<file path="src/rtl/logic_gate_tester.sv">
// ============================================================================
// Module   : logic_gate_tester
// Purpose  : BIST initiator that sweeps a/b over a 2-input gate unit and checks
//            its OR/AND/XOR/NOR/NAND/XNOR outputs against the truth table.
// Revision : 1.0 - initial release
// ============================================================================
`default_nettype none

module logic_gate_tester #(
    parameter int SETTLE_CYCLES = 2,
    parameter int LOOPS         = 1,
    parameter int ERR_W         = 4
) (
    input  logic             clk,
    input  logic             rst_n,
    input  logic             start,
    output logic             a_o,
    output logic             b_o,
    input  logic [5:0]       y_i,
    output logic             busy,
    output logic             done,
    output logic             pass,
    output logic [ERR_W-1:0] err_cnt,
    output logic [5:0]       fail_vec,
    output logic [1:0]       first_fail_ab
);

    localparam int CNT_W  = (SETTLE_CYCLES > 1) ? $clog2(SETTLE_CYCLES) : 1;
    localparam int LOOP_W = (LOOPS > 1) ? $clog2(LOOPS) : 1;
    localparam logic [CNT_W-1:0]  c_SETTLE_LAST = CNT_W'((SETTLE_CYCLES > 0) ? SETTLE_CYCLES - 1 : 0);
    localparam logic [LOOP_W-1:0] c_LOOP_LAST   = LOOP_W'(LOOPS - 1);

    typedef enum logic [1:0] {
        S_IDLE   = 2'd0,
        S_SETTLE = 2'd1,
        S_CHECK  = 2'd2,
        S_DONE   = 2'd3
    } state_t;

    state_t             r_state;
    logic [1:0]         r_idx;
    logic [LOOP_W-1:0]  r_loop;
    logic [CNT_W-1:0]   r_settle;
    logic               r_a;
    logic               r_b;
    logic               r_busy;
    logic               r_done;
    logic               r_pass;
    logic [ERR_W-1:0]   r_err;
    logic [5:0]         r_fail_vec;
    logic [1:0]         r_first_fail;

    logic [5:0]         w_expected;
    logic [5:0]         w_mismatch;
    logic               w_any_mismatch;
    logic [ERR_W-1:0]   w_err_next;
    logic               w_last_vec;
    logic [1:0]         w_idx_next;
    state_t             w_vec_state;

    function automatic logic [5:0] f_expected(input logic [1:0] ab);
        case (ab)
            2'b00:   f_expected = 6'h38;
            2'b01:   f_expected = 6'h15;
            2'b10:   f_expected = 6'h15;
            default: f_expected = 6'h23;
        endcase
    endfunction

    assign w_expected = f_expected(r_idx);

    // if/else form so an X/Z on y_i lands in the mismatch branch
    always_comb begin
        w_mismatch = 6'b0;
        for (int i = 0; i < 6; i++) begin
            if (y_i[i] == w_expected[i])
                w_mismatch[i] = 1'b0;
            else
                w_mismatch[i] = 1'b1;
        end
    end

    assign w_any_mismatch = |w_mismatch;
    assign w_err_next     = (w_any_mismatch && (r_err != {ERR_W{1'b1}})) ? r_err + ERR_W'(1) : r_err;
    assign w_last_vec     = (r_idx == 2'd3) && (r_loop == c_LOOP_LAST);
    assign w_idx_next     = r_idx + 2'd1;
    assign w_vec_state    = (SETTLE_CYCLES == 0) ? S_CHECK : S_SETTLE;

    always_ff @(posedge clk or negedge rst_n) begin
        if (!rst_n) begin
            r_state      <= S_IDLE;
            r_idx        <= 2'd0;
            r_loop       <= '0;
            r_settle     <= '0;
            r_a          <= 1'b0;
            r_b          <= 1'b0;
            r_busy       <= 1'b0;
            r_done       <= 1'b0;
            r_pass       <= 1'b0;
            r_err        <= '0;
            r_fail_vec   <= 6'b0;
            r_first_fail <= 2'b0;
        end else begin
            r_done <= 1'b0;
            case (r_state)
                S_IDLE: begin
                    if (start) begin
                        r_err        <= '0;
                        r_fail_vec   <= 6'b0;
                        r_first_fail <= 2'b0;
                        r_pass       <= 1'b0;
                        r_idx        <= 2'd0;
                        r_loop       <= '0;
                        r_settle     <= '0;
                        r_a          <= 1'b0;
                        r_b          <= 1'b0;
                        r_busy       <= 1'b1;
                        r_state      <= w_vec_state;
                    end
                end
                S_SETTLE: begin
                    if (r_settle == c_SETTLE_LAST) begin
                        r_settle <= '0;
                        r_state  <= S_CHECK;
                    end else begin
                        r_settle <= r_settle + CNT_W'(1);
                    end
                end
                S_CHECK: begin
                    r_err <= w_err_next;
                    if (w_any_mismatch) begin
                        r_fail_vec <= r_fail_vec | w_mismatch;
                        if (r_err == '0)
                            r_first_fail <= r_idx;
                    end
                    if (w_last_vec) begin
                        r_state <= S_DONE;
                        r_done  <= 1'b1;
                        r_busy  <= 1'b0;
                        r_pass  <= (w_err_next == '0);
                        r_a     <= 1'b0;
                        r_b     <= 1'b0;
                    end else begin
                        r_idx <= w_idx_next;
                        if (r_idx == 2'd3)
                            r_loop <= r_loop + LOOP_W'(1);
                        r_a     <= w_idx_next[1];
                        r_b     <= w_idx_next[0];
                        r_state <= w_vec_state;
                    end
                end
                S_DONE: begin
                    r_state <= S_IDLE;
                end
                default: begin
                    r_state <= S_IDLE;
                end
            endcase
        end
    end

    assign a_o           = r_a;
    assign b_o           = r_b;
    assign busy          = r_busy;
    assign done          = r_done;
    assign pass          = r_pass;
    assign err_cnt       = r_err;
    assign fail_vec      = r_fail_vec;
    assign first_fail_ab = r_first_fail;

endmodule

`default_nettype wire

</file>
<file path="config.mk">
export PLATFORM = sky130hd
export DESIGN_NAME = logic_gate_tester
export DESIGN_NICKNAME = d
export VERILOG_FILES = /design/src/rtl/logic_gate_tester.sv
export SDC_FILE = /design/constraint.sdc
export NUM_CORES = 1
export LEC_CHECK = 0
export CORE_MARGIN = 2
export CORE_UTILIZATION = 35
export DETAILED_ROUTE_END_ITERATION = 8
export PLACE_DENSITY_LB_ADDON = 0.08
export SYNTH_ARGS = -nofsm -noshare
export SYNTH_HDL_FRONTEND = slang
export SYNTH_SLANG_ARGS = --single-unit
</file>
<file path="constraint.sdc">
create_clock -name clk -period 3.7 [get_ports clk]
set_input_delay 0.555 -clock clk [delete_from_list [all_inputs] [get_ports clk]]
set_output_delay 0.555 -clock clk [all_outputs]
set_load 0.01 [all_outputs]
</file>
; ---- After elaboration in Yosys (flattened, before gate mapping)
; Index checks and enable logic that the tools add are counted.
; Widths: inputs -> output; s select.
[word_totals]
output_inout_bits = 17
regBits = 23
word_cells = 96
inputBits = 9
[classes]
mux = 40
addsub = 4
bitwise = 2
reduce_logical = 18
eq_ne = 20
[op_table]
columns = cell, n
row1 = $pmux 6 s2, 2
row2 = $mux 1, 17
row3 = $mux 2, 7
row4 = $ne 2x2->1 const B, 7
row5 = $mux 6, 2
row6 = $pmux 1 s2, 6
row7 = $reduce_and 3->1, 3
row8 = $eq 2x2->1 const B, 4
row9 = $logic_not 4->1, 2
row10 = $mux 4, 2
row11 = $pmux 2 s2, 2
row12 = $pmux 2 s4, 1
row13 = $pmux 4 s2, 1
row14 = $reduce_and 4->1, 2
row15 = $eq 1x1->1, 6
row16 = $or 6x6->6, 1
row17 = $reduce_and 2->1, 3
row18 = $reduce_or 6->1, 1
row19 = $add 4x1->4 const B, 1
row20 = $eq 2x1->1 const B, 2
row21 = $logic_not 2->1, 2
row22 = $ne 4x4->1 const B, 1
row23 = $reduce_bool 2->1, 2
row24 = $add 1x1->1 const B, 2
row25 = 4 further kinds, 5

; ---- Longest topological paths before layout
[logic_depth]
word_depth = 11
depth_mapped = 8
ltp_nobuf = 7

; ---- Least setup slack after synthesis
; No wires, ideal clock.
[synth_timing]
path_type = reg-to-reg
from = reg r_idx[0]
to = reg r_pass (netlist: pass)
path_stages_with_launch = 9
setup_time_ns = 0.104
slack_ns = 1.533
required_time_ns = 3.596
n_path_buf = 1
arrival_time_ns = 2.063
period_less_slack_ns = 2.167
path_cell_list = dfrtp_1 > inv_1 > ha_1 > xor2_1 > and4_1 > buf_6 > a32oi_4 > mux2_4 > o41ai_2
[synth_via]
elab_chain_len = 11
elab_cells_between_ends = 27
cone_classes = eq/ne: 10 / mux: 10 / reduce/logical: 7
[synth_lines]
columns = element, line_no
row1 = start: declaration, 41  ; logic [1:0] r_idx;
row2 = start signal: assignment, 144  ; r_idx <= w_idx_next;
row3 = $eq 2x2->1 or $eq 2x1->1 (tied branches), 62  ; case (ab)
row4 = $reduce_or 2->1 (no source line), n/a
row5 = $pmux 6 s2, 62
row6 = $eq 1x1->1, 76  ; if (y_i[i] == w_expected[i])
row7 = $mux 1, 76
row8 = $reduce_or 6->1, 83  ; assign w_any_mismatch = |w_mismatch;
row9 = $logic_and 1x1->1, 84  ; assign w_err_next = (w_any_mismatch && (r_err != {ERR_W{1'b1}})) ? r_err + ERR_W'(1) : r_err;
row10 = $mux 4, 84
row11 = $logic_not 4->1, 140  ; r_pass <= (w_err_next == '0);
row12 = $mux 1, 136  ; if (w_last_vec) begin
row13 = $pmux 1 s2, 105  ; case (r_state)
row14 = end signal: assignment, 140
row15 = end: declaration, 48  ; logic r_pass;
; Several ways; a longest one is shown, not always the timed one. The select of a mux whose other input is x is not followed.
; A chain may end at the register's enable or synchronous reset.

; ---- Worst setup path in the final report
; Same ends and word-level chain as after synthesis.

==> results.txt <==
Syn Nets: 148
Initial Util: 0.357
FF+latch count, synth: 23
Fin. Hold Viols: 0
Util after Layout: 0.446
Clock sink count: 23
R2R Setup Slk: 1.37 ns
Hold WS: 0.497 ns
# DRC: 0
Min-delay src: fail_vec[0]
Worst hold endpoint: fail_vec[0]
Critical register-to-register path endpoint: pass
Final worst path period need: 2.33 ns
Setup crit end kind: register
Row Count: 22
Ys Warns: 0
Crit path kind: register to register
Share of flip-flops with an asynchronous set or reset: 1.00
Mapped Area: 1290 um2
Layout fillers: 371
Post-synth EDFFs: 0
Post-synthesis cell count: 134
Routed len/inst: 13.2 um
Arrival time worst endpoint: 2.50 ns
Placed Instances: 202
DR iter-0 viols: 67
Setup tns final: 0 ns
Hold_buf cts: 0
R2R depth: 7
Path category of the worst min-delay check: register to register
CTS root buffer: clkbuf_8
Worst Skew: 0.00198 ns
GRT overflow: 0
# Post-CTS Setup Buffers: 0
Largest net degree at the start of global routing: 24
CTS buffer count: 3
Critical-path maximum fanout: 6
Max-slew violations: 0
Vias: 1013
Layout Cells excl Fill: 206
Slew HR: 0.308
Syn_area_per_cell: 9.60 um2
Vias per cell: 4.92
Clk slew on worst S/H paths: 0.09 ns
Num ports: 26
Prevailing post-synth register cell: dfrtp_1
Register area share after synthesis: 0.447
Unrepaired setup endpoints after global routing: false
Slew @ Worst Pin: 1.04 ns
Maxcap violations: 0
CTS tree: done
Die Span X: 64.6 um
Critical R2R Launch: r_idx[0]
Vias in the first global route: 975
Final RePlAce weighted congestion: 0.762
Worst-case clock buffer depth: 2
Post_cts resized: 0
NumNets Final: 173
DIE AREA: 4180 um2
Crit share post-route: 0.628
Inserted Diodes: 0
Worst setup SP type: register
P_leak: 0.718 nW
Fmax: 430 MHz
Die Ht: 64.6 um
H-tree levels: 1
Hold Path Cell Cnt: 2
Area growth syn-to-layout: 25.1%
VDD IR max: 246 uV
Setup WS pre-CTS: 1.22 ns
Pwr dens: 628 nW/um2
Final setup margin: 1.37 ns
Status: finished, final reports clean
Tot GR Track Use: 0.147
Worst EP required: 3.87 ns
Initial DRT Pass Iterations: 4
Later-pin clock latency in the skew report: 0.26 ns
Final-report setup violation count: 0
Detailed placement HPWL: 1980 um
Antenna-violating nets left: 0
First-pass GRT wire length: 4710 um
Core Box Area: 3610 um2
Post-synthesis cell type count: 35
Initial antenna violation count: 0
Share of layout cells above drive strength 1: 0.0823
Total length of routed wires: 2720 um
I/O Buffers: 25
where the power goes:
| part | switching [W] | internal, W | total (W) | leakage (nW) |
|---|---|---|---|---|
| registers | 0.0000988 | 0.000319 | 0.000418 | 0.303 |
| clock network | 0.0000848 | 0.0000752 | 0.000160 | 0.0255 |
| logic | 0.000213 | 0.000220 | 0.000433 | 0.389 |
registers in the layout (all words and copies together), names as in the netlist, 2 cells and up:
name and flops:
r_state 2, fail_vec 6, r_idx 2, err_cnt 4
first_fail_ab 2
worst max-delay path, cell delays in order (launching register included):
cell and delay (ns):
dfrtp_1 0.44, inv_1 0.09, ha_1 0.37, xor2_1 0.17, and4_1 0.29, a32oi_4 0.25
mux2_4 0.33, o41ai_2 0.29
cells by family (layout without fill, tap and decap cells):
family          after synthesis  count (layout)  synth area share
compound gates               37              37             0.218
xor+xnor                      6               6            0.0409
fa+ha+maj                     5               5            0.0486
buf+inv                      10              34            0.0409
flops                        23              23             0.447
mux                           2               2            0.0204
simple gates                 51              51             0.184
layer usage:
metal	GRT usage	vias up	part of all wire
met3	0.0243	2	0.037
met2	0.223	23	0.44
met5	0	-	0
met1	0.207	480	0.51
li1	-	508	-
met4	0.0638	0	0.0081
Yosys cell counts, types with 2 or more instances:
master	n	area (um2)
dfrtp_1	23	576
a21oi_1	6	30.0
xnor2_1	3	26.3
xor2_1	3	26.3
clkbuf_1	2	7.51
a22o_1	6	52.6
nand2_1	22	82.6
o21ai_0	13	65.1
ha_1	5	62.6
nand3b_1	2	15.0
buf_4	2	15.0
nor2_1	14	52.6
nand2b_1	4	25.0
nand3_1	2	10.0
o21a_1	2	15.0
nor2b_1	2	12.5
inv_1	5	18.8
area by class of cell:
type	instances	area (um2)	area share
clock buffers	3	41.3	0.0257
multi-input cells	101	658	0.409
flip-flops and latches	23	576	0.358
clock inverters	1	5.00	0.00311
well taps	48	60.1	0.0373
inverters	5	18.8	0.0117
repair buffers	25	250	0.156
per-stage QoR:
| stage | cell area [um2] | power (W) |
|---|---|---|
| 6_report | 1610 | 0.00101 |
| 5_1_grt | 1610 | 0.00111 |
| 4_1_cts | 1610 | 0.00102 |
| 3_5_place_dp | 1560 | 0.000856 |
| 3_3_place_gp | 1560 | 0.000855 |
| 2_1_floorplan | 1290 | 0.000695 |
worst max path at each step:
stage | startpoint | end | slack (ns)
global route | r_idx[0] | pass | 1.24
global placement | y_i[4] | pass | 1.26
floorplan | r_idx[0] | pass | 1.53
finish | r_idx[0] | pass | 1.37
detailed placement | y_i[4] | pass | 1.22
CTS | r_idx[0] | pass | 1.37
placed cells by master, fill, tap and decap left out, drive strengths merged, types with 2 or more instances in the layout:
master	count
xor2	3
o21a	2
inv	5
ha	5
nor2b	2
nand3b	2
a21oi	6
xnor2	3
nand2b	4
mux2	2
nor2	14
nand2	22
clkbuf	3
dfrtp	23
a22o	7
clkdlybuf4s50	25
nand3	2
o21ai	13
(Power assumes the default switching activity.)
